==> src/rtl/uart_rx_deserializer.sv <==
// UART receiver: oversampled start/data/parity/stop recovery with majority-vote
// bit decisions, feeding a one-entry valid/ready output register.
module uart_rx_deserializer #(
  parameter int OVERSAMPLE  = 16,
  parameter int SYNC_STAGES = 2
) (
  input  logic       clk,
  input  logic       rst,
  input  logic       tick_i,
  input  logic       rx_enable_i,
  input  logic       rx_i,
  output logic       rts_n_o,
  input  logic [3:0] frame_len_i,
  input  logic       parity_en_i,
  input  logic       dstop_i,
  input  logic       clear_err_i,
  output logic [8:0] rx_d_o,
  output logic       rx_d_valid_o,
  input  logic       rx_d_ready_i,
  output logic       parity_err_o,
  output logic       frame_err_o,
  output logic       overrun_o
);

  localparam int CW = $clog2(OVERSAMPLE);
  localparam int H  = OVERSAMPLE / 2;
  localparam logic [CW-1:0] CNT_LO   = CW'(H - 1);
  localparam logic [CW-1:0] CNT_MID  = CW'(H);
  localparam logic [CW-1:0] CNT_HI   = CW'(H + 1);
  localparam logic [CW-1:0] CNT_LAST = CW'(OVERSAMPLE - 1);

  typedef enum logic [2:0] {
    S_IDLE, S_START, S_DATA, S_PARITY, S_STOP, S_DSTOP
  } state_t;

  logic [SYNC_STAGES-1:0] sync_reg;
  logic                   rxs;

  generate
    for (genvar gi = 0; gi < SYNC_STAGES; gi++) begin : g_sync
      always_ff @(posedge clk or posedge rst) begin
        if (rst)
          sync_reg[gi] <= 1'b1;
        else if (gi == 0)
          sync_reg[gi] <= rx_i;
        else
          sync_reg[gi] <= sync_reg[(gi == 0) ? 0 : gi - 1];
      end
    end
  endgenerate

  assign rxs = sync_reg[SYNC_STAGES-1];

  state_t        state_reg;
  logic [CW-1:0] cnt_reg;
  logic [3:0]    bitcnt_reg;
  logic [3:0]    nbits_reg;
  logic          par_en_reg;
  logic          dstop_reg;
  logic [8:0]    shift_reg;
  logic [1:0]    samp_reg;
  logic          perr_reg;
  logic          ferr_reg;
  logic          done_reg;

  logic          vote;
  logic          decide;
  logic          bit_end;
  logic [3:0]    len_dec;

  assign vote    = (samp_reg[0] & samp_reg[1]) | (samp_reg[0] & rxs) | (samp_reg[1] & rxs);
  assign decide  = tick_i && (cnt_reg == CNT_HI);
  assign bit_end = tick_i && (cnt_reg == CNT_LAST);

  always_comb begin
    len_dec = 4'd9;
    if (frame_len_i[0])      len_dec = 4'd5;
    else if (frame_len_i[1]) len_dec = 4'd6;
    else if (frame_len_i[2]) len_dec = 4'd7;
    else if (frame_len_i[3]) len_dec = 4'd8;
  end

  always_ff @(posedge clk or posedge rst) begin
    if (rst) begin
      state_reg  <= S_IDLE;
      cnt_reg    <= '0;
      bitcnt_reg <= '0;
      nbits_reg  <= 4'd8;
      par_en_reg <= 1'b0;
      dstop_reg  <= 1'b0;
      shift_reg  <= '0;
      samp_reg   <= 2'b11;
      perr_reg   <= 1'b0;
      ferr_reg   <= 1'b0;
      done_reg   <= 1'b0;
    end else begin
      done_reg <= 1'b0;
      if (tick_i && state_reg != S_IDLE) begin
        cnt_reg <= (cnt_reg == CNT_LAST) ? '0 : cnt_reg + 1'b1;
        if (cnt_reg == CNT_LO)  samp_reg[0] <= rxs;
        if (cnt_reg == CNT_MID) samp_reg[1] <= rxs;
      end
      case (state_reg)
        S_IDLE: begin
          if (rx_enable_i && tick_i && !rxs) begin
            cnt_reg    <= '0;
            state_reg  <= S_START;
            nbits_reg  <= len_dec;
            par_en_reg <= parity_en_i;
            dstop_reg  <= dstop_i;
            shift_reg  <= '0;
            perr_reg   <= 1'b0;
            ferr_reg   <= 1'b0;
          end
        end
        S_START: begin
          if (decide && vote) begin
            state_reg <= S_IDLE;
          end else if (bit_end) begin
            state_reg  <= S_DATA;
            bitcnt_reg <= '0;
          end
        end
        S_DATA: begin
          if (decide) shift_reg[bitcnt_reg] <= vote;
          if (bit_end) begin
            if (bitcnt_reg == nbits_reg - 4'd1)
              state_reg <= par_en_reg ? S_PARITY : S_STOP;
            else
              bitcnt_reg <= bitcnt_reg + 4'd1;
          end
        end
        S_PARITY: begin
          if (decide) perr_reg <= vote ^ (^shift_reg);
          if (bit_end) state_reg <= S_STOP;
        end
        // Leave at the stop-bit decision rather than the bit end, so a
        // back-to-back start edge is seen with half a bit of margin.
        S_STOP: begin
          if (decide) begin
            ferr_reg <= ~vote;
            if (dstop_reg) begin
              state_reg <= S_DSTOP;
            end else begin
              state_reg <= S_IDLE;
              done_reg  <= 1'b1;
            end
          end
        end
        S_DSTOP: begin
          if (decide) begin
            ferr_reg  <= ferr_reg | ~vote;
            done_reg  <= 1'b1;
            state_reg <= S_IDLE;
          end
        end
        default: state_reg <= S_IDLE;
      endcase
    end
  end

  logic [8:0] data_reg;
  logic       valid_reg;
  logic       perr_out_reg;
  logic       ferr_out_reg;
  logic       overrun_reg;
  logic       rts_n_reg;
  logic       blocked;

  assign blocked = valid_reg && !rx_d_ready_i;

  always_ff @(posedge clk or posedge rst) begin
    if (rst) begin
      data_reg     <= '0;
      valid_reg    <= 1'b0;
      perr_out_reg <= 1'b0;
      ferr_out_reg <= 1'b0;
      overrun_reg  <= 1'b0;
      rts_n_reg    <= 1'b0;
    end else begin
      if (done_reg && blocked)
        overrun_reg <= 1'b1;
      else if (clear_err_i)
        overrun_reg <= 1'b0;
      if (done_reg && !blocked) begin
        data_reg     <= shift_reg;
        perr_out_reg <= perr_reg;
        ferr_out_reg <= ferr_reg;
        valid_reg    <= 1'b1;
      end else if (valid_reg && rx_d_ready_i) begin
        valid_reg <= 1'b0;
      end
      rts_n_reg <= valid_reg;
    end
  end

  assign rx_d_o       = data_reg;
  assign rx_d_valid_o = valid_reg;
  assign parity_err_o = perr_out_reg;
  assign frame_err_o  = ferr_out_reg;
  assign overrun_o    = overrun_reg;
  assign rts_n_o      = rts_n_reg;

endmodule
==> config.mk <==
export PLATFORM = sky130hd
export DESIGN_NAME = uart_rx_deserializer
export DESIGN_NICKNAME = d
export VERILOG_FILES = /design/src/rtl/uart_rx_deserializer.sv
export SDC_FILE = /design/constraint.sdc
export NUM_CORES = 1
export LEC_CHECK = 0
export CORE_MARGIN = 2
export CORE_UTILIZATION = 55
export CTS_BUF_LIST = sky130_fd_sc_hd__clkbuf_16
export CTS_CLUSTER_DIAMETER = 80
export CTS_CLUSTER_SIZE = 20
export DETAILED_ROUTE_END_ITERATION = 12
export PLACE_DENSITY = 0.89
export SLEW_MARGIN = 5
export SYNTH_ARGS = -nofsm -noshare
export SYNTH_HDL_FRONTEND = slang
export SYNTH_SLANG_ARGS = --single-unit
export TNS_END_PERCENT = 30
==> constraint.sdc <==
create_clock -name clk -period 2.5 [get_ports clk]
set_clock_uncertainty 0.05 [all_clocks]
set_input_delay 0.5 -clock clk [delete_from_list [all_inputs] [get_ports clk]]
set_output_delay 0.5 -clock clk [all_outputs]
set_load 0.1 [all_outputs]
Yosys cells after proc, flatten, opt, wreduce, memory -nomap -nowiden

Index checks and enable logic that the tools add are counted.

Flip-flop bits (word level): 47
Bits in latches: 0
Memory bits (writable): 0
Bits in read-only memories: 0
Input port bits: 13
Output and inout port bits: 14
Word-level logic and storage cells: 130
Memories kept: 0

Add/sub/neg operators: 3
$mul: 0
Divide/modulo/power cells: 0
Order comparisons: 2
Equal/unequal tests: 22
Shift-type cells: 0
Multiplexer cells: 44
Bitwise operators: 8
Reduce and logical (&&, ||, !) cells: 31

Operator list:

| kind                | number |
|---|---|
| $mux 4              | 11 |
| $mux 3              | 10 |
| $ne 2x2->1 const B  | 11 |
| $mux 9              | 2 |
| $pmux 3 s6          | 1 |
| $pmux 9 s2          | 1 |
| $mux 1              | 13 |
| $eq 4x4->1 const B  | 3 |
| $logic_and 1x1->1   | 11 |
| $reduce_bool 2->1   | 5 |
| $bwmux 9            | 1 |
| $reduce_xor 9->1    | 1 |
| $add 4x1->4 const B | 2 |
| $pmux 4 s2          | 1 |
| $reduce_and 7->1    | 1 |
| $eq 3x2->1 const B  | 2 |
| $eq 3x3->1 const B  | 2 |
| $reduce_and 2->1    | 3 |
| $reduce_and 3->1    | 2 |
| $reduce_bool 3->1   | 2 |
| $lt 4x5->1 const B  | 1 |
| $reduce_and 5->1    | 1 |
| $demux 1 s4         | 1 |
| $eq 4x3->1 const B  | 1 |
| 14 further kinds    | 21 |

Depth between registers and ports, before layout

Gate-level depths: netlist of the first run.

Depth in word-level cells: 7
Depth in mapped cells: 7
Depth with buffers taken out: 7

Least setup slack after synthesis of the first run

No wires, ideal clock.

Path type: reg-to-reg
Start: reg valid_reg, in the netlist rx_d_valid_o
End: reg ferr_out_reg, in the netlist frame_err_o
Setup time: 0.126 ns
Data arrival time: 1.932 ns
Data required time: 2.324 ns
Slack: 0.392 ns
Cell stages (with the launch flop): 5
Path buffers: 1
Period minus slack after synthesis: 2.108 ns
Cell sequence: dfrtp_1 > nand2b_1 > nand2_1 > clkbuf_1 > mux2_2

Longest elaborated chain between the ends: 3

RTL lines:

| element                | RTL line | source |
|---|---|---|
| from (decl)            | 163      | `logic valid_reg;` |
| from (signal assigned) | 175      | `valid_reg <= 1'b0;` |
| from (signal assigned) | 189      | `valid_reg <= 1'b1;` |
| from (signal assigned) | 191      | `valid_reg <= 1'b0;` |
| $logic_and 1x1->1      | 170      | `assign blocked = valid_reg && !rx_d_ready_i;` |
| $logic_not 1->1        | 185      | `if (done_reg && !blocked) begin` |
| $logic_and 1x1->1      | 185      |  |
| to (signal assigned)   | 188      | `ferr_out_reg <= ferr_reg;` |
| to (decl)              | 165      | `logic ferr_out_reg;` |

Every way passes these cells.
A chain may end at the register's enable or synchronous reset.

Worst setup path after layout of the first run

Start: in tick_i
End: reg state_reg[0]

Longest elaborated chain between the ends: 4
Elaborated cells on any way between the ends: 14
Those cells by class: 6 x eq/ne; 2 x mux; 6 x reduce/logical

RTL lines:

| element                                                                | RTL line | source |
|---|---|---|
| from (decl)                                                            | 9        | `input logic tick_i,` |
| $logic_and 1x1->1 (on tied branches)                                   | 72, 105  |  |
| $logic_and 1x1->1 (on tied branches)                                   | 117, 105 |  |
| $ne 3x3->1 (no source line) (tied with other cells)                    | --       |  |
| $reduce_and 7->1 (no source line) / $pmux 3 s6 (equally long branches) | --       |  |
| to (signal assigned)                                                   | 128      | `state_reg <= par_en_reg ? S_PARITY : S_STOP;` |
| to (decl)                                                              | 54       | `state_t state_reg;` |

Several ways; a longest one is shown, not always the timed one.

==> results.txt, run 1 <==
Status -> completed
Vias in the first global route -> 1785
Crit path launch -> tick_i
CP Depth -> 6
Period Utilization, post-route -> 0.794
Mux contribution to synthesized area -> 0.0646
Gpl congestion -> 0.870
CTS HTree Levels -> 2
Gr ovfl total -> 0
Number of synthesized flops with an enable pin -> 0
Req. time, crit path -> 2.62 ns
Slew headroom -> 0.662
Final setup TNS -> 0 ns
Longest Clk Path Bufs -> 2
XOR/XNOR share of the synthesized area -> 0.0605
Cts repair resizes -> 0
Leakage dissipation -> 1.34 nW
Post-Synth Adder-Cell Area -> 0.0455
Routed via count -> 1831
Synth Instances -> 248
Crit Reg-Reg Startpoint -> state_reg[0]$_DFFE_PP0P_
# hold bufs at CTS -> 0
Post-route cell area -> 2840 µm²
Residual DRC -> 0
Final Critical Period -> 1.99 ns
Final Hold Fails -> 0
Sink Count -> 47
Slowest stage delay, CP -> 0.62 ns
Port bufs -> 26
Initial antenna violation count -> 0
Post-synth ARST share -> 1.00
Slew Viols, Final -> 0
Maximum vdd drop -> 0.439 mV
Wirelength per Cell -> 13.7 µm
Core box area -> 4290 µm²
Compound-cell area share of the yosys netlist -> 0.120
Clk pin slew, worst setup/hold paths -> 0.06 ns
Placed inst area -> 2700 µm²
CTS buffer count -> 5
Worst-path maximum fanout -> 9
Nets -> 297
Buffers plus inverters on the worst setup path -> 1
Pre-antenna DRT Iters -> 4
RSZ-0062 raised after global routing -> no
PwrDens -> 812 nW/µm²
Die width -> 70.3 µm
Cell area after synthesis -> 2420 µm²
Slew @ Worst Pin -> 0.506 ns
Initial Util -> 0.564
Main combinational cell family by area after synthesis -> simple AND/OR/NAND/NOR gates
I/O pin total -> 27
Worst path cell trace -> clkdlybuf4s50_1 -> nand4b_1 -> nand3_1 -> nand3_1 -> nand2b_1 -> mux2_1
Finished Core Util -> 0.662
Worst r2r path cells -> 5
Syn avg cell area -> 9.76 µm²
Layout cells sized above 1 -> 0.173
Post-synthesis net count -> 269
Antenna diodes -> 0
Worst path arrival time -> 2.10 ns
HP Start -> sync_reg[0]$_DFF_PP1_
Die span in y -> 70.3 µm
Row count -> 24
Tot GR Track Use -> 0.203
Area Overhead vs Synth -> 17.5%
Final wirelength -> 4520 µm
Largest net degree at the start of global routing -> 21
CP Class -> in -> reg
# setup viols final -> 0
Clock network latency to the later pin of the worst-skew pair -> 0.29 ns
Startpoint types -> input port
Hold depth -> 0
Vias per std cell -> 5.57
Hold WS -> 0.305 ns
Die area -> 4950 µm²
Worst path slowest cell -> clkdlybuf4s50_1
Max Freq -> 0.504 GHz
First-pass GRT wire length -> 8020 µm
Hold WC Path Type -> reg -> reg
Iter 0 DRT Violations -> 134
Root Buffer -> clkbuf_16
Distinct cells, synth -> 43
Post-CTS setup buffers -> 0
Register area share after synthesis -> 0.489
Simple-Gate Fraction of Synth Area -> 0.180
Post-synth top flop -> dfrtp_1
DP HPWL -> 3360 µm
Antenna Nets Post-Route -> 0
Synth warn -> 0
MaxCap Viol Count -> 0
CTS tree -> done
CP endpoint kind -> register
#FFs+latches synth -> 47
Crit path top cell by count -> nand3_1
Largest delay share family, worst path -> simple AND/OR/NAND/NOR gates
## per-layer routing
layer | vias up | global-route usage | wire length, µm | share of wire
met5 | - | 0 | 0 | 0
met4 | 0 | 0.0812 | 85 | 0.019
met2 | 50 | 0.332 | 2170 | 0.48
li1 | 915 | - | - | -
met3 | 7 | 0.0361 | 206 | 0.046
met1 | 859 | 0.266 | 2060 | 0.46
## logic make-up (layout without fill, tap and decap cells)
| family | count (synthesis) | count (layout) |
|---|---|---|
| XOR/XNOR | 15 | 15 |
| multiplexers | 14 | 14 |
| buffers and inverters | 24 | 53 |
| flip-flops | 47 | 47 |
| adder cells (fa/ha/maj) | 9 | 9 |
| AO/OA/AOI/OAI | 50 | 50 |
| AND/OR/NAND/NOR | 89 | 89 |
## report_power, final
part	switching (W)	total (W)	internal, W
clock	0.000281	0.000650	0.000368
combinational	0.000352	0.000648	0.000296
sequential	0.000130	0.00101	0.000881
total	0.000764	0.00231	0.00155
## through the flow
| stage | worst slack [ns] | total power [W] | cells |
|---|---|---|---|
| 4_1_cts | 0.543 | 0.00232 | 329 |
| 2_1_floorplan | 0.392 | 0.00154 | 248 |
| 3_5_place_dp | 0.268 | 0.00167 | 321 |
| 6_report | 0.515 | 0.00231 | 329 |
| 3_3_place_gp | 0.291 | 0.00166 | 321 |
| 5_1_grt | 0.353 | 0.00248 | 329 |
## Yosys cell counts, drive strengths merged, types with 5 or more instances
master | instances | share of area
nand2b | 5 | 0.013
nor3 | 6 | 0.014
mux2 | 13 | 0.060
inv | 15 | 0.023
o21ai | 18 | 0.037
dfrtp | 42 | 0.43
a21oi | 18 | 0.039
xnor2 | 10 | 0.036
dfstp | 5 | 0.054
nand2 | 35 | 0.054
ha | 8 | 0.041
nor2 | 15 | 0.023
nand3 | 12 | 0.025
buf | 6 | 0.012
## path summary, 6_finish.rpt
| check | end | slack [ns] |
|---|---|---|
| setup / recovery | state_reg[0]$_DFFE_PP0P_ | 0.51 |
| hold / removal | rxs$_DFF_PP1_ | 0.30 |
| setup reg to reg | state_reg[0]$_DFFE_PP0P_ | 0.54 |
| hold reg to reg | rxs$_DFF_PP1_ | 0.30 |
| max in group asynchronous | sync_reg[0]$_DFF_PP1_ | 1.41 |
| min in group asynchronous | state_reg[0]$_DFFE_PP0P_ | 0.43 |
## cell type report
type,count,area [µm²]
clock inverter,3,20.0
timing repair buffer,30,255
sequential,47,1180
tap,52,65.1
fill,343,1450
clock buffer,5,125
multi-input combinational,177,1140
inverter,15,56.3
## cell usage in the layout, fill, tap and decap left out, types with 10 or more instances in the layout
cell             Yosys  routed
o21ai_0             18      18
nor2_1              15      15
a21oi_1             17      17
xnor2_1             10      10
dfrtp_1             42      42
inv_1               15      14
buf_4                0      18
nand3_1             12      12
mux2_2              12      12
clkdlybuf4s50_1      0      12
nand2_1             35      35
No activity file was read; power rests on OpenSTA's default activity.
==> run 2, diff against run 1 <==
==> constraint.sdc (replaced) <==
create_clock -name clk -period 2.1 [get_ports clk]
set_clock_uncertainty 0.05 [all_clocks]
set_input_delay 0.42 -clock clk [delete_from_list [all_inputs] [get_ports clk]]
set_output_delay 0.42 -clock clk [all_outputs]
set_load 0.1 [all_outputs]
==> results.txt, run 2 (synthesized netlist as in run 1, its figures left out) <==
CTS HTree Levels -> 2 (unchanged)
Filler Cell Count -> 337 (was 343)
Port bufs -> 26 (unchanged)
# hold bufs at CTS -> 0 (unchanged)
Pre-CTS WS -> 0.0588 ns (was 0.268 ns)
CP endpoint kind -> register (unchanged)
Routed via count -> 1854 (was 1831)
Core box area -> 4290 µm² (unchanged)
Crit Reg-Reg Startpoint -> state_reg[0]$_DFFE_PP0P_ (unchanged)
Reg-to-reg slack, setup -> 0.13 ns (was 0.54 ns)
Antenna diodes -> 0 (unchanged)
Final setup TNS -> 0 ns (unchanged)
Gr ovfl total -> 0 (unchanged)
Wirelength per Cell -> 13.7 µm (about the same)
Slew Viols, Final -> 0 (unchanged)
Clock network latency to the later pin of the worst-skew pair -> 0.29 ns (about the same)
Antenna Nets Post-Route -> 0 (unchanged)
Slew headroom -> 0.657 (was 0.662)
CTS tree -> done (unchanged)
Final Hold Fails -> 0 (unchanged)
CP Class -> reg -> reg (was in -> reg)
# setup viols final -> 0 (unchanged)
Commonest non-fill, non-tap cell in the layout -> dfrtp_1 (unchanged)
Slew @ Worst Pin -> 0.514 ns (was 0.506 ns)
Initial Util -> 0.564 (unchanged)
Row count -> 24 (unchanged)
Vias in the first global route -> 1772 (was 1785)
Startpoint types -> register (was input port)
Maximum vdd drop -> 0.515 mV (was 0.439 mV)
Die span in y -> 70.3 µm (unchanged)
Worst r2r path cells -> 4 (was 5)
Die width -> 70.3 µm (unchanged)
Longest Clk Path Bufs -> 2 (unchanged)
Period Utilization, post-route -> 0.937
RSZ-0062 raised after global routing -> no (unchanged)
Root Buffer -> clkbuf_16 (unchanged)
Residual DRC -> 0 (unchanged)
CTS buffer count -> 5 (unchanged)
Die area -> 4950 µm² (unchanged)
Post-CTS setup buffers -> 0 (unchanged)
Area of the multi-input gates -> 1140 µm² (unchanged)
Nets -> 301 (was 297)
Hold depth -> 0 (unchanged)
Pre-antenna DRT Iters -> 4 (unchanged)
Max Freq -> 0.508 GHz
Post-route cell area -> 2910 µm² (was 2840 µm²)
Gate power share -> 0.280 (was 0.281)
Placed inst area -> 2740 µm² (was 2700 µm²)
Internal -> 0.00199 W (was 0.00155 W)
Layout cells sized above 1 -> 0.192 (was 0.173)
Worst-path maximum fanout -> 8 (was 9)
Final wirelength -> 4570 µm (was 4520 µm)
Hold WS -> 0.310 ns (was 0.305 ns)
Status -> completed (unchanged)
Hold EP -> rxs$_DFF_PP1_ (unchanged)
Initial antenna violation count -> 0 (unchanged)
Clk pin slew, worst setup/hold paths -> 0.06 ns (about the same)
Vias per std cell -> 5.57 (about the same)
Largest net degree at the start of global routing -> 48 (was 21)
I/O pin total -> 27 (unchanged)
Final Critical Period -> 1.97 ns
HP Start -> sync_reg[0]$_DFF_PP1_ (unchanged)
Net Sw Frac -> 0.319 (was 0.331)
Register share of total power -> 0.412 (was 0.438)
Iter 0 DRT Violations -> 161 (was 134)
FF-to-FF End -> nbits_reg[2]$_DFFE_PP0P_ (was state_reg[0]$_DFFE_PP0P_)
MaxCap Viol Count -> 0 (unchanged)
Sink Count -> 47 (unchanged)
Leakage dissipation -> 1.38 nW (was 1.34 nW)
First-pass GRT wire length -> 7930 µm (was 8020 µm)
Power Total -> 0.00291 W (was 0.00231 W)
Clock power share -> 0.307 (was 0.281)
PwrDens -> 1000 nW/µm² (was 812 nW/µm²)
Tot GR Track Use -> 0.198 (was 0.203)
Sequential Area -> 1180 µm² (about the same)
Worst path arrival time -> 2.08 ns (was 2.10 ns)
Gpl congestion -> 0.927 (was 0.870)
Hold WC Path Type -> reg -> reg (unchanged)
Final setup margin -> 0.132 ns (was 0.515 ns)
Area Overhead vs Synth -> 20.3% (was 17.5%)
DP HPWL -> 3250 µm (was 3360 µm)
Commonest non-fill, non-tap cells in the layout -> dfrtp_1 (41), nand2_1 (35), buf_4 (21) (was dfrtp_1 (42), nand2_1 (35), o21ai_0 (18), buf_4 (18), a21oi_1 (17))
Net Switching -> 0.000929 W (was 0.000764 W)
Req. time, crit path -> 2.22 ns (was 2.62 ns)
Cts repair resizes -> 0 (unchanged)
-- run 2: changes by cell type in the layout (fill, tap and decap cells not counted), sizes merged --
cell,change
buf,+4
bufinv,+1
clkinvlp,-1
-- run 2: cell type report --
cell class,instances,area share
sequential,47,0.407
multi-input combinational,177,0.391
timing repair buffer,34,0.102
clock buffer,5,0.0430
tap,52,0.0223
inverter,15,0.0193
clock inverter,3,0.0150
-- run 2: power by group through the flow --
| stage | Combinational, W | Clock (W) | Sequential [W] |
|---|---|---|---|
| finish | 0.000817 | 0.000896 | 0.00120 |
| floorplan | 0.000676 | 0 | 0.00115 |
| global placement | 0.000781 | 0 | 0.00121 |
| detailed placement | 0.000806 | 0 | 0.00122 |
| CTS | 0.000820 | 0.000901 | 0.00120 |
| global route | 0.000930 | 0.000942 | 0.00123 |
-- run 2: worst max path at each step --
stage	start	endpoint
finish	state_reg[0]$_DFFE_PP0P_	nbits_reg[2]$_DFFE_PP0P_
global route	state_reg[2]$_DFFE_PP0P_	state_reg[0]$_DFFE_PP0P_
CTS	nbits_reg[0]$_DFFE_PP0P_	state_reg[0]$_DFFE_PP0P_
detailed placement	tick_i	shift_reg[4]$_DFFE_PP0P_
global placement	tick_i	state_reg[1]$_DFFE_PP0P_
floorplan	rx_d_valid_o$_DFFE_PP0P_	frame_err_o$_DFFE_PP0P_
-- run 2: worst max-delay path, stage by stage, from the launching register on --
cell,delay (ns)
dfrtp_1,0.46
or3_1,0.52
or2_0,0.44
nor4_2,0.29
nor2_1,0.08
-- run 2: stage by stage --
stage | instances | utilization
2_1_floorplan | 248 | -
3_3_place_gp | 325 | 0.639
3_5_place_dp | 325 | 0.639
4_1_cts | 333 | 0.678
5_1_grt | 333 | 0.678
6_report | 333 | 0.678
-- run 2: layer usage --
layer | vias to the layer above | global-route usage | wire length [µm]
met5 | - | 0 | 0
met4 | 0 | 0.0791 | 80
met3 | 7 | 0.0260 | 202
met2 | 53 | 0.325 | 2210
met1 | 878 | 0.267 | 2080
li1 | 916 | - | -
==> run 3, diff against run 2 <==
--- a/config.mk
+++ b/config.mk
@@ -12,6 +12,7 @@
 export CTS_CLUSTER_SIZE = 20
 export DETAILED_ROUTE_END_ITERATION = 12
 export PLACE_DENSITY = 0.89
+export SKIP_LAST_GASP = 1
 export SLEW_MARGIN = 5
 export SYNTH_ARGS = -nofsm -noshare
 export SYNTH_HDL_FRONTEND = slang
==> results of run 3 <==
Same layout as run 2: the final DEF is identical, and so are final timing and power.
==> RTL edit 1 (settings of run 2) <==
The parameter `OVERSAMPLE` goes from 16 to 8.
--- a/src/rtl/uart_rx_deserializer.sv
+++ b/src/rtl/uart_rx_deserializer.sv
@@ -1,7 +1,7 @@
 // UART receiver: oversampled start/data/parity/stop recovery with majority-vote
 // bit decisions, feeding a one-entry valid/ready output register.
 module uart_rx_deserializer #(
-  parameter int OVERSAMPLE  = 16,
+  parameter int OVERSAMPLE  = 8,
   parameter int SYNC_STAGES = 2
 ) (
   input  logic       clk,
Function: same outputs for any inputs over 10 cycles, from zero or initial values and one cycle with rst high; that may be too few to reach the edited logic, so the function may still have changed.
==> RTL edit 1 against run 2 <==
  * Wire length is 8.1% higher
  * Worst setup slack lost 0.0072 ns
  * Sequential cell count down 1
  * Synthesized area shrank 0.21%
  * Design area increased by 3.1%
  * Die area fell by 0.20%
Power is not compared: it rests on default switching activity, and its combinational part moved more than twofold at a synthesized area within 25%.
==> RTL edit 1: results (changes against run 2) <==
Detailed routing
  – Total detailed-routing wirelength: 4.94 mm (was 4.57 mm)
  – Starting DRC count in detailed routing: 131 (was 161)
  – Via/cell ratio: 5.57 (about the same)

GRT
  – First-pass GRT wire length: 8.58 mm (was 7.93 mm)
  – Largest net degree at the start of global routing: 31 (was 48)
  – Number of global-route vias before repair: 1874 (was 1772)
  – Total routing usage reported by global routing: 0.220 (was 0.198)

CTS
  – CTS-repair resized insts: 0 (unchanged)
  – Worst-skew pair later-pin latency: 0.29 ns (about the same)
  – Number of buffers added by the clock tree synthesis step: 5 (unchanged)
  – Maximum root-to-sink buffer count: 2 (unchanged)
  – CTS Root Buffer Type: sky130_fd_sc_hd__clkbuf_16 (unchanged)
  – Number of setup buffers added after CTS: 0 (unchanged)
  – Depth of the CTS H-tree: 2 (unchanged)

Hold path
  – Worst hold stages: 0 (unchanged)
  – HP Start: sync_reg[0] (unchanged)
  – Class of the tightest hold or removal check: reg2reg (unchanged)

Logic synthesis
  – Proportion of synthesized area in mux cells: 0.0648 (was 0.0646)
  – XOR/XNOR share of the synthesized area: 0.0606 (was 0.0605)
  – Post-synthesis adder-cell area fraction: 0.0565 (was 0.0455)
  – Net count of the mapped netlist: 258 (was 269)
  – Number of library cell types mapped by synthesis: 46 (was 43)
  – Ranking of synthesized cells by area: sky130_fd_sc_hd__dfrtp_1 42%, sky130_fd_sc_hd__nand2_1 6.7%, sky130_fd_sc_hd__mux2_1 6.1% (was sky130_fd_sc_hd__dfrtp_1 43%, sky130_fd_sc_hd__mux2_2 5.6%, sky130_fd_sc_hd__dfstp_2 5.4%)
  – Sequential-to-total area share from yosys stat: 0.479 (was 0.489)
  – Count of flip-flops with a built-in enable after synthesis: 0 (unchanged)
  – Most common library cells after synthesis: 43 x sky130_fd_sc_hd__nand2_1, 41 x sky130_fd_sc_hd__dfrtp_1, 13 x sky130_fd_sc_hd__mux2_1 (was 42 x sky130_fd_sc_hd__dfrtp_1, 35 x sky130_fd_sc_hd__nand2_1, 18 x sky130_fd_sc_hd__o21ai_0)
  – Post-synthesis compound-gate area fraction: 0.121 (was 0.120)

Worst setup path
  – Worst path slowest cell: sky130_fd_sc_hd__or4_4 (was sky130_fd_sc_hd__or3_1)
  – Worst R2R Start: nbits_reg[0] (was state_reg[0])
  – Reg2Reg Depth: 7 (was 4)
  – Slowest stage delay, CP: 0.45 ns (was 0.52 ns)
  – Crit path DAT: 2.10 ns (was 2.08 ns)
  – Reg-to-Reg End: bitcnt_reg[3] (was nbits_reg[2])
  – Maximum fanout along the worst path: 4 (was 8)

Pwr
  – Leakage: 0.00144 uW

STA
  – Relative slew slack: 0.573 (was 0.657)

Status
  – Outcome: complete, no violations (unchanged)

Place
  – DP Wirelength: 3.41 mm (was 3.25 mm)
  – Routability congestion estimate: 0.879 (was 0.927)

Cells and area
  – Share of post-route cells with drive strength above 1: 0.197 (was 0.192)
  – Final-stage net count: 306 (was 301)
[RTL edit 1: worst max-delay path, delay by kind of cell, from the launching register on]
kind	cells	cell delay [ns]
AND/OR/NAND/NOR	2	0.54
AO/OA/AOI/OAI	2	0.39
flip-flops	1	0.37
adder cells (fa/ha/maj)	1	0.30
XOR/XNOR	1	0.15
buffers and inverters	1	0.07
[RTL edit 1: cell families after synthesis]
kind of cell,Yosys count
flip-flops,46
multiplexers,14
adder cells (fa/ha/maj),11
buffers and inverters,20
XOR/XNOR,15
AO/OA/AOI/OAI,41
AND/OR/NAND/NOR,88
[RTL edit 1: metal layers]
layer / global-route usage / routed length, um / up-vias
li1: - / - / 915
met1: 0.286 / 2170 / 882
met2: 0.342 / 2370 / 59
met3: 0.0476 / 252 / 14
met4: 0.120 / 153 / 0
met5: 0 / 0 / -
[RTL edit 1: where the power goes]
group	switching, uW	internal (uW)	total (uW)
registers	199	1120	1320
clock network	333	557	890
logic	883	761	1640
[RTL edit 1: area by class of cell]
class / instances / area (um2)
inverter: 13 / 48.8
clock inverter: 3 / 40.0
multi-input combinational: 169 / 1160
timing repair buffer: 48 / 403
fill: 313 / 1290
sequential: 46 / 1160
clock buffer: 5 / 125
tap: 52 / 65.1
[RTL edit 1: per-stage QoR]
step	cell area [um2]	TNS (ns)	hold WS (ns)	worst slack [ns]	instances
2_1_floorplan	2410	0	0.295	0.00288	235
5_1_grt	3000	0	0.308	0.00864	336
3_5_place_dp	2820	-0.126	0.298	-0.0721	326
3_3_place_gp	2820	-0.0399	0.295	-0.0399	326
6_report	3000	0	0.309	0.125	336
4_1_cts	2990	0	0.307	0.0219	334
[RTL edit 1: worst max-delay path by stage]
stage | end | slack, ns | start
after floorplan | frame_err_o | 0.003 | rx_d_valid_o
after global placement | bitcnt_reg[0] | -0.04 | tick_i
after global routing | bitcnt_reg[3] | 0.009 | nbits_reg[0]
after CTS | bitcnt_reg[3] | 0.02 | nbits_reg[0]
after detailed placement | bitcnt_reg[0] | -0.07 | tick_i
final | bitcnt_reg[3] | 0.13 | nbits_reg[0]
==> RTL edit 2 (config.mk and constraints of run 2) <==
Without the edit above. Put one more register stage on the output `frame_err_o`, with the module's reset. The value now appears one clock later. The other outputs are not delayed to match.
--- a/src/rtl/uart_rx_deserializer.sv
+++ b/src/rtl/uart_rx_deserializer.sv
@@ -197,7 +197,13 @@
   assign rx_d_o       = data_reg;
   assign rx_d_valid_o = valid_reg;
   assign parity_err_o = perr_out_reg;
-  assign frame_err_o  = ferr_out_reg;
+  always_ff @(posedge clk or posedge rst) begin
+    if (rst) begin
+      frame_err_o <= '0;
+    end else begin
+      frame_err_o <= ferr_out_reg;
+    end
+  end
   assign overrun_o    = overrun_reg;
   assign rts_n_o      = rts_n_reg;
 
Function: no difference found for any inputs over 10 cycles, from zero or initial values and one cycle with rst high; that may be too few to reach the edited logic, so the function may still have changed.
==> RTL edit 2 against run 2 <==
  * Die area increased by 0.97%
  * Wire length grew 4.9%
  * Worst setup slack better by 0.021 ns
  * Design area up 3.4%
  * Sequential cell count up 1
  * Register-to-register slack improved by 0.03 ns
  * Total power is 28% higher
  * Core utilization is 1.8 points higher
  * Synthesized area up 1.0%
  * Critical path type is now in2reg
  * Critical endpoint is now state_reg[1]
  * Largest cell class unchanged
==> RTL edit 2: results (changes against run 2) <==
Worst setup path
  – Worst path slowest cell: sky130_fd_sc_hd__clkdlybuf4s50_1 (was sky130_fd_sc_hd__or3_1)
  – Maximum fanout along the worst path: 6 (was 8)
  – Kind of cell with the highest combined delay on the critical path: compound AO/OA/AOI/OAI gates (was simple AND/OR/NAND/NOR gates)

GRT
  – Largest net degree at the start of global routing: 25 (was 48)
  – Number of global-route vias before repair: 1860 (was 1772)
  – Met1 Usage GRT: 0.260 (was 0.267)
  – First-pass GRT wire length: 8.28 mm (was 7.93 mm)
  – Met3 Use GR: 0.0442 (was 0.0260)

Cells and area
  – Share of post-route cells with drive strength above 1: 0.228 (was 0.192)

Pwr
  – Combinational fraction of design power: 0.356 (was 0.280)
  – Peak supply drop: 602 uV (was 515 uV)
  – Leakage: 0.00142 uW (was 0.00138 uW)
  – Switching fraction of total power: 0.337 (was 0.319)

Logic synthesis
  – Net count of the mapped netlist: 264 (was 269)
  – Number of library cell types mapped by synthesis: 49 (was 43)
  – Most common library cells after synthesis: 43 x sky130_fd_sc_hd__dfrtp_1, 30 x sky130_fd_sc_hd__nand2_1, 20 x sky130_fd_sc_hd__a21oi_1 (was 42 x sky130_fd_sc_hd__dfrtp_1, 35 x sky130_fd_sc_hd__nand2_1, 18 x sky130_fd_sc_hd__o21ai_0)
  – Synth Area per Inst: 10.1 um2 (was 9.76 um2)

Detailed routing
  – Met1 wire length: 2.03 mm (was 2.08 mm)
  – Met2 wirelength from detailed routing: 2.43 mm (was 2.21 mm)
  – Metal3 WL: 230 um (was 202 um)
  – Starting DRC count in detailed routing: 112 (was 161)
  – Via/cell ratio: 5.70 (was 5.57)

Place
  – Routability congestion estimate: 0.893 (was 0.927)
  – DP Wirelength: 3.48 mm (was 3.25 mm)

Status
  – Outcome: complete, no violations (unchanged)
-- RTL edit 2: timing repair --
action,4_1_cts,5_1_grt
endpoints found under the setup margin,0,4
hold endpoints to repair,0,0
hold buffers,0,0
resized for setup,0,1
-- RTL edit 2: layout make-up --
| cell class | count | area, um2 | area share |
|---|---|---|---|
| flip-flops and latches | 48 | 1210 | 0.401 |
| multi-input cells | 173 | 1140 | 0.378 |
| repair buffers | 39 | 335 | 0.111 |
| clock buffers | 5 | 125 | 0.0415 |
| clock inverters | 3 | 90.1 | 0.0299 |
| well taps | 52 | 65.1 | 0.0216 |
| inverters | 13 | 48.8 | 0.0162 |
-- RTL edit 2: through the flow --
step / setup WS [ns] / total power (uW) / hold WS (ns) / util / setup TNS (ns)
2_1_floorplan: 0.263 / 2260 / 0.295 / - / 0
3_3_place_gp: 0.0478 / 2530 / 0.296 / 0.646 / 0
3_5_place_dp: -0.128 / 2580 / 0.297 / 0.646 / -0.217
4_1_cts: 0.169 / 3720 / 0.306 / 0.696 / 0
5_1_grt: 0.000612 / 3940 / 0.309 / 0.696 / 0
6_report: 0.154 / 3730 / 0.307 / 0.696 / 0
-- RTL edit 2: final timing paths --
check	cells past startpoint	from	to
max	6	tick_i	state_reg[1]
min	0	sync_reg[0]	rxs
max reg2reg	7	cnt_reg[1]	state_reg[1]
min reg2reg	0	sync_reg[0]	rxs
max in group asynchronous	3	rst	samp_reg[1]
min in group asynchronous	2	rst	ferr_reg
-- RTL edit 2: kinds of logic (layout without fill, tap and decap cells) --
family,Yosys count,in the layout,synth area share
xor gates and xnor gates,15,15,0.0599
AOI/OAI and AO/OA,57,57,0.142
and+or+nand+nor,79,79,0.158
DFF,48,48,0.494
muxes,13,13,0.0594
adders and majority gates,9,9,0.0450
buffers and inverters,22,60,0.0420
